**config.mk**
```make
export PLATFORM = sky130hd
export DESIGN_NAME = mult_operand_packer
export DESIGN_NICKNAME = d
export VERILOG_FILES = /design/src/rtl/mult_stage_pkg.sv /design/src/rtl/mult_operand_packer.sv
export SDC_FILE = /design/constraint.sdc
export NUM_CORES = 2
export LEC_CHECK = 0
export ABC_CLOCK_PERIOD_IN_PS = 4250
export BUFFER_PORTS_ARGS = -buffer_cell sky130_fd_sc_hd__buf_4
export CAP_MARGIN = 20
export CORE_MARGIN = 4
export CORE_UTILIZATION = 36
export CTS_CLUSTER_SIZE = 10
export DETAILED_ROUTE_END_ITERATION = 8
export GPL_TIMING_DRIVEN = 0
export HOLD_SLACK_MARGIN = 0.02
export PLACE_DENSITY_LB_ADDON = 0.08
export SETUP_SLACK_MARGIN = 0.2
export SKIP_CTS_REPAIR_TIMING = 1
export SLEW_MARGIN = 10
export SYNTH_ARGS = -nofsm -noshare
export SYNTH_HDL_FRONTEND = slang
export SYNTH_SLANG_ARGS = --single-unit
```
**constraint.sdc**
```tcl
create_clock -name clk -period 4.25 [get_ports clk]
set_clock_uncertainty 0.05 [all_clocks]
set_input_delay 0.85 -clock clk [delete_from_list [all_inputs] [get_ports clk]]
set_output_delay 0.85 -clock clk [all_outputs]
set_load 0.02 [all_outputs]
```
**src/rtl/mult_stage_pkg.sv**
```systemverilog
// Shared sizing and state types for the multiplier stage and its operand packer.
// Both Mult_Stage and mult_operand_packer take their lane count and widths from here.
package mult_stage_pkg;

    localparam int LANES  = 28;
    localparam int W_W    = 19;
    localparam int P_W    = 10;
    localparam int PROD_W = 26;
    localparam int CNT_W  = 5;

    typedef enum logic {
        FILL = 1'b0,
        HOLD = 1'b1
    } pack_state_e;

endpackage

```
**src/rtl/mult_operand_packer.sv**
```systemverilog
// Packs one (weight, pixel) pair per cycle into LANES-wide vectors, double-buffered.
// Define PACKER_ZERO_PAD_EN to let in_last close a short, zero-padded vector.
module mult_operand_packer
    import mult_stage_pkg::*;
(
    input  logic                 clk,
    input  logic                 GlobalReset,
    input  logic                 in_valid,
    output logic                 in_ready,
    input  logic [W_W-1:0]       in_weight,
    input  logic [P_W-1:0]       in_pixel,
    input  logic                 in_last,
    output logic [LANES*W_W-1:0] WeightX,
    output logic [LANES*P_W-1:0] PixelX,
    output logic                 vec_valid,
    input  logic                 vec_ready,
    output logic [CNT_W-1:0]     vec_lanes
);

    localparam logic [CNT_W-1:0] LAST = CNT_W'(LANES - 1);

    pack_state_e          state_q, state_d;
    logic [CNT_W-1:0]     cnt_q, cnt_d;
    logic [W_W-1:0]       fill_w_q [LANES];
    logic [P_W-1:0]       fill_p_q [LANES];
    logic [LANES*W_W-1:0] wx_q, wx_d;
    logic [LANES*P_W-1:0] px_q, px_d;
    logic                 vld_q, vld_d;
    logic [CNT_W-1:0]     lanes_q, lanes_d;
    logic                 acc, close, slot_free, load;

    assign in_ready  = (state_q == FILL) & GlobalReset;
    assign acc       = in_valid & in_ready;
    assign slot_free = ~vld_q | vec_ready;

`ifdef PACKER_ZERO_PAD_EN
    assign close = acc & ((cnt_q == LAST) | in_last);
`else
    logic unused_last;
    assign unused_last = in_last;
    assign close = acc & (cnt_q == LAST);
`endif

    // Lanes below cnt come from the fill buffer; lanes above it are padding.
    always_comb begin
        wx_d = '0;
        px_d = '0;
        for (int k = 0; k < LANES; k++) begin
            if (CNT_W'(k) < cnt_q) begin
                wx_d[W_W*k +: W_W] = fill_w_q[k];
                px_d[P_W*k +: P_W] = fill_p_q[k];
            end else if (CNT_W'(k) == cnt_q) begin
                wx_d[W_W*k +: W_W] = (state_q == FILL) ? in_weight : fill_w_q[k];
                px_d[P_W*k +: P_W] = (state_q == FILL) ? in_pixel  : fill_p_q[k];
            end
        end
    end

    always_comb begin
        state_d = state_q;
        cnt_d   = cnt_q;
        vld_d   = vld_q;
        lanes_d = lanes_q;
        load    = 1'b0;
        if (vld_q & vec_ready) begin
            vld_d = 1'b0;
        end
        unique case (state_q)
            FILL: begin
                if (acc) begin
                    if (close) begin
                        if (slot_free) begin
                            load  = 1'b1;
                            cnt_d = '0;
                        end else begin
                            state_d = HOLD;
                        end
                    end else begin
                        cnt_d = cnt_q + CNT_W'(1);
                    end
                end
            end
            HOLD: begin
                if (vec_ready) begin
                    load    = 1'b1;
                    cnt_d   = '0;
                    state_d = FILL;
                end
            end
            default: ;
        endcase
        if (load) begin
            vld_d   = 1'b1;
            lanes_d = cnt_q + CNT_W'(1);
        end
    end

    always_ff @(posedge clk or negedge GlobalReset) begin
        if (!GlobalReset) begin
            state_q <= FILL;
            cnt_q   <= '0;
            vld_q   <= 1'b0;
            lanes_q <= '0;
            wx_q    <= '0;
            px_q    <= '0;
            for (int k = 0; k < LANES; k++) begin
                fill_w_q[k] <= '0;
                fill_p_q[k] <= '0;
            end
        end else begin
            state_q <= state_d;
            cnt_q   <= cnt_d;
            vld_q   <= vld_d;
            lanes_q <= lanes_d;
            if (load) begin
                wx_q <= wx_d;
                px_q <= px_d;
            end
            if (acc) begin
                fill_w_q[cnt_q] <= in_weight;
                fill_p_q[cnt_q] <= in_pixel;
            end
        end
    end

    assign WeightX   = wx_q;
    assign PixelX    = px_q;
    assign vec_valid = vld_q;
    assign vec_lanes = lanes_q;

endmodule

```
# Yosys cells after proc, flatten, opt, wreduce, memory -nomap -nowiden
# Index checks and enable logic that the tools add are counted.
totals:
  register_bits: 1636
  in_bits: 34
  out_inout_bits: 819
  wordCells: 327
classes:
  n_addsub: 1
  order_cmp: 30
  n_eq_ne: 31
  muxes: 191
  bitwise_logic: 8
  n_reduce_logical: 4
ops:
  columns: ["operator", "n"]
  rows:
  - ["19-bit two-way mux", 85]
  - ["10-bit two-way mux", 85]
  - ["532-bit bitwise mux", 1]
  - ["280-bit bitwise mux", 1]
  - ["19-bit demux with 5-bit select", 1]
  - ["5-bit equality test (first input constant)", 12]
  - ["5-bit less-than comparator (first input constant)", 12]
  - ["10-bit demux with 5-bit select", 1]
  - ["4-bit by 5-bit equality test with 1-bit output (first input constant)", 8]
  - ["4-bit by 5-bit less-than comparator with 1-bit output (first input constant)", 8]
  - ["3-bit by 5-bit equality test with 1-bit output (first input constant)", 4]
  - ["3-bit by 5-bit less-than comparator with 1-bit output (first input constant)", 4]
  - ["5-bit two-way mux", 4]
  - ["2-bit by 5-bit equality test with 1-bit output (first input constant)", 2]
  - ["1-bit by 5-bit less-than comparator with 1-bit output (first input constant)", 2]
  - ["2-bit by 5-bit less-than comparator with 1-bit output (first input constant)", 2]
  - ["1-bit two-way mux", 10]
  - ["5-bit one-hot mux with 2 select lines", 1]
  - ["6-bit >= comparator (second input constant)", 1]
  - ["6-bit by 1-bit less-than comparator with 1-bit output (second input constant)", 1]
  - ["5-bit NOT with 6-bit output", 1]
  - ["5-bit by 1-bit adder with 5-bit output (second input constant)", 1]
  - ["1-bit by 5-bit equality test with 1-bit output (first input constant)", 1]
  - ["5-bit equality test (second input constant)", 1]
  - ["10 further kinds", 16]

# Depth between registers and ports, before layout
logic_depth:
  depth_word: 8
  mapped_depth: 10

# Worst setup path after synthesis
# Ideal clock, no wire load.
synth_timing:
  path_type: "flip-flop to flip-flop"
  start: "register cnt_q[0]"
  end: "register wx_q[85] (netlist: WeightX[85])"
  setup_time_ps: 130
  t_arrival_ps: 2261
  required_ps: 4070
  slack_ps: 1809
  path_stages_with_launch: 11
  path_buffers: 4
  synth_period_minus_slack_ps: 2441
  cell_sequence: "dfrtp_1 -> buf_2 -> buf_4 -> inv_1 -> ha_1 -> a211oi_1 -> o21ai_0 -> clkbuf_1 -> clkbuf_1 -> nand4_1 -> o21ai_0"
synth_between:
  elab_chain_cells: 5
  word_cells_on_any_way: 9
  classes_between: "1 x order compare; 2 x eq/ne; 5 x mux; 1 x bitwise"
synth_rtl:
  columns: ["item", "line_no", "source"]
  rows:
  - ["start, declared", "mult_operand_packer.sv:23", "logic [CNT_W-1:0] cnt_q, cnt_d;"]
  - ["start signal, assigned", "mult_operand_packer.sv:112", "cnt_q <= cnt_d;"]
  - ["5-bit equality test", "mult_operand_packer.sv:41", "assign close = acc & (cnt_q == LAST);"]
  - ["1-bit AND", "mult_operand_packer.sv:41", null]
  - ["1-bit two-way mux", "mult_operand_packer.sv:71", "if (close) begin"]
  - ["1-bit two-way mux", "mult_operand_packer.sv:70", "if (acc) begin"]
  - ["1-bit one-hot mux with 2 select lines", "mult_operand_packer.sv:68", "unique case (state_q)"]
  - ["end signal, assigned", "mult_operand_packer.sv:116", "wx_q <= wx_d;"]
  - ["end, declared", "mult_operand_packer.sv:26", "logic [LANES*W_W-1:0] wx_q, wx_d;"]
# Several ways; a longest one is shown, not always the timed one.
# A chain may end at the register's enable or synchronous reset.

# Worst setup path in the final report
layout_timing:
  start: "register cnt_q[0]"
  end: "register px_q[249] (netlist: PixelX[249])"
layout_between:
  elab_chain_cells: 5
  word_cells_on_any_way: 9
  classes_between: "1 x order compare; 2 x eq/ne; 5 x mux; 1 x bitwise"
layout_rtl:
  columns: ["item", "line_no", "source"]
  rows:
  - ["5-bit equality test", "mult_operand_packer.sv:41", null]
  - ["1-bit AND", "mult_operand_packer.sv:41", null]
  - ["1-bit two-way mux", "mult_operand_packer.sv:71", null]
  - ["1-bit two-way mux", "mult_operand_packer.sv:70", null]
  - ["1-bit one-hot mux with 2 select lines", "mult_operand_packer.sv:68", null]
  - ["end signal, assigned", "mult_operand_packer.sv:117", "px_q <= px_d;"]
  - ["end, declared", "mult_operand_packer.sv:27", "logic [LANES*P_W-1:0] px_q, px_d;"]
# Several ways; a longest one is shown, not always the timed one.

==> run_results.csv <==
group,metric,value,unit
run_status,status,"finished clean",
synth,yosysUniqueCellTypes,55,
synth,syn_area_per_cell,11.46,um2
pwr,p_clk_share,25.7,%
critical_path,max_stage_delay,0.62,ns
placement,portBuffers,851,
timing,setup_viol,0,
critical_path,rrSetupSlack,0.08,ns
die,top_level_ports,853,
critical_path,path_cells,"buf_2 -> buf_4 -> inv_1 -> ha_1 -> nand2_1 -> nor4_2 -> buf_2 -> buf_2 -> a22oi_1 -> a21oi_1",
timing,period_needed,4.174,ns
drt,first_iter_violations,5821,
die,die_x,448.4,um
drt,wire_per_inst,33.32,um
critical_path,critPathBufInv,5,
pwr,total_power,0.05948,W
critical_path,crit_family,"buffers and inverters",
pwr,power_switching,0.02256,W
synth,ys.flop_type,"dfrtp_1",
critical_path,path_max_fanout,10,
pwr,intPower,0.03691,W
critical_path,cpMostUsedCell,"buf_2",
synth,syn_area,0.06983,mm2
layout,nets,7217,
clocking,htree_levels,4,
flow_run,drv_cap,0,
critical_path,reg2reg_from,"cnt_q[0]$_DFFE_PN0P_",
global_routing,antenna_found_initial,46,
clocking,clkSinkCount,1636,
critical_path,cp-startpoint,"cnt_q[0]$_DFFE_PN0P_",
layout,drive_above_1_share,31.80,%
timing,rsz0062_at_grt,"yes",
clocking,cts_made_buffers,191,
die,die_h,448.4,um
drt,ant_nets,0,
clocking,clk_path_buf_depth,3,
pwr,p_comb_share,33.3,%
synth,synth-edff-count,0,
critical_path,crit_end,"PixelX[249]$_DFFE_PN0P_",
placement,dp_hpwl,240100,um
drt,vias_per_cell,5.743,
synth,synth-seq-area-share,58.63,%
pwr,seqPwrFrac,41.0,%
synth,ys_warn_count,0,
critical_path,cpMaxStageDelayCell,"nor4_2",
timing,finalCritPeriodShare,98.22,%
clocking,cts_tree,"done",
drt,drc,0,
drt,via_count,56420,
layout,final_common_cell,"dfrtp_1",
critical_path,crit_arrival,4.89,ns
global_routing,grt_pass1_wl,443700,um
timing,maxSlewHeadroom,14.47,%
timing,tightest_slew,1.283,ns
global_routing,grt_util_all_layers,31.61,%
die,core,0.1928,mm2
synth,synthArstFlopShare,100.0,%
drt,drt_wl_total,327400,um
timing,tns,0,ns
min_path,hp-class,"input port to async pin",
critical_path,r2r_end,"PixelX[249]$_DFFE_PN0P_",
critical_path,worstSetupPathDepth,10,
die,fp-row-count,161,
die,start_util,36.22,%
synth,synth_fp_nets,6131,
critical_path,reg2reg_depth,10,
pwr,peakVddDrop,0.3565,mV
synth,synth-seq-cells,1636,
die,die-area,0.2011,mm2
drt,drt_first_pass_iters,6,
timing,fin_hold_ws,0.04224,ns
pwr,leakage,39.63,nW
synth,syn-instance-count,6093,
layout,layout_common_cells,"dfrtp_1 (1636), a21oi_1 (1026), buf_4 (868)",
timing,report.final.slew_viol_count,0,
layout,area_growth_syn_to_layout,23.05,%
global_routing,grt_pass1_vias,55070,
global_routing,grt.overflow.total,0,
clocking,clkTransAtPathRegs,0.06,ns
critical_path,required,4.96,ns
critical_path,cp-start-kind,"register",
layout,utilization,44.57,%
timing,finalHoldViolations,0,
timing,max_clock_freq,239.6,MHz
clocking,cts_root_buf,"clkbuf_16",
pwr,p_per_area,692.2,mW/mm2
placement,gp_congestion,0.9369,
global_routing,grt_max_degree,160,
critical_path,path_class,"register to register",
clocking,clk_latency,0.85,ns
pwr,switching_share,37.93,%
critical_path,endpoint_kind,"register",
==> through the flow <==
stage | instances | area [um2] | setup WS (ns)
after floorplan | 6093 | 69830 | 1.809
after detailed placement | 9505 | 80110 | -1.337
after CTS | 9778 | 85600 | -0.5109
after global routing | 9800 | 85860 | 0.09444
after global placement | 9470 | 79370 | -20.19
final | 9824 | 85920 | 0.07562
==> kinds of logic (layout without fill, tap and decap cells) <==
group	after synthesis	after routing	share of synthesized area, %
other	0	39	0
adder cells (fa/ha/maj)	4	4	0.07168
flip-flops	1636	1636	58.63
XOR/XNOR	3	3	0.03764
multiplexers	931	931	14.91
AND/OR/NAND/NOR	662	662	5.161
AO/OA/AOI/OAI	1873	1873	15.36
buffers and inverters	984	2150	5.829
==> routing by layer <==
layer  vias to the layer above  share of wire [%]  global-route usage (%)
li1                      23940                  -                       -
met1                     29490                 41                   41.81
met2                      2393                 46                   49.04
met3                       593                7.3                   6.550
met4                         6                5.8                   16.51
met5                         -              0.013                       0
==> state kept, by name (all words and copies together) (netlist names) <==
signal	count
cnt_q	5
vec_lanes	5
state_q	1
PixelX	280
fill_p_q	280
fill_w_q	532
WeightX	532
vec_valid	1
==> worst min path at each step <==
stage | endpoint | cells after the start
floorplan | fill_w_q[19]$_DFFE_PN0P_ | 1
global placement | fill_p_q[18]$_DFFE_PN0P_ | 1
detailed placement | fill_p_q[15]$_DFFE_PN0P_ | 1
CTS | fill_w_q[97]$_DFFE_PN0P_ | 1
global route | WeightX[520]$_DFFE_PN0P_ | 2
finish | WeightX[520]$_DFFE_PN0P_ | 2
==> final cells by class <==
cell class	count	area, um2
buffer	652	2894
fill	18340	106900
sequential	1636	40940
antenna	39	97.59
timing repair buffer	894	7224
clock inverter	19	245.2
tap	2526	3161
clock buffer	254	5241
multi-input combinational	3473	24870
inverter	331	1242
==> power by group through the flow <==
stage                     clock network, W  logic, W  registers (W)
after global placement                   0    0.0195         0.0245
after floorplan                          0   0.00667         0.0267
after global routing                0.0161    0.0210         0.0248
final                               0.0153    0.0198         0.0244
after detailed placement                 0    0.0198         0.0245
after CTS                           0.0155    0.0198         0.0243
==> worst register-to-register path: stages, from the launching register on <==
cell and delay (ns):
dfrtp_1 0.44, buf_2 0.23, buf_4 0.24, inv_1 0.27
ha_1 0.52, nand2_1 0.34, nor4_2 0.62, buf_2 0.37
buf_2 0.42, a22oi_1 0.34, a21oi_1 0.25
==> Yosys cell counts, drive strengths merged, types with 2 or more instances <==
library cell  number  area (um2)
nand3              7       40.04
dfrtp           1636       40940
a22oi            286        2147
and2               5       31.28
nand2b            35       219.0
a21oi           1026        5135
buf              290        1465
ha                 4       50.05
a211oi            31       232.7
o21ai            363        1817
nand4bb            2       22.52
nor2b             33       206.5
and3               3       18.77
nor4               5       43.79
a2bb2oi           38       332.8
o31ai              2       20.02
a21boi            34       255.2
nand4            324        2027
mux2i             59       590.6
nand2            206       773.2
o21bai             5       37.54
a22o              30       262.8
a211o              2       17.52
nor3              15       80.08
xnor2              2       17.52
mux2             872        9819
clkbuf           363        1363
o2bb2a            28       280.3
a31oi             22       137.6
inv              331        1242
nor2              18       67.56
Power figures use the tool's default switching activity.
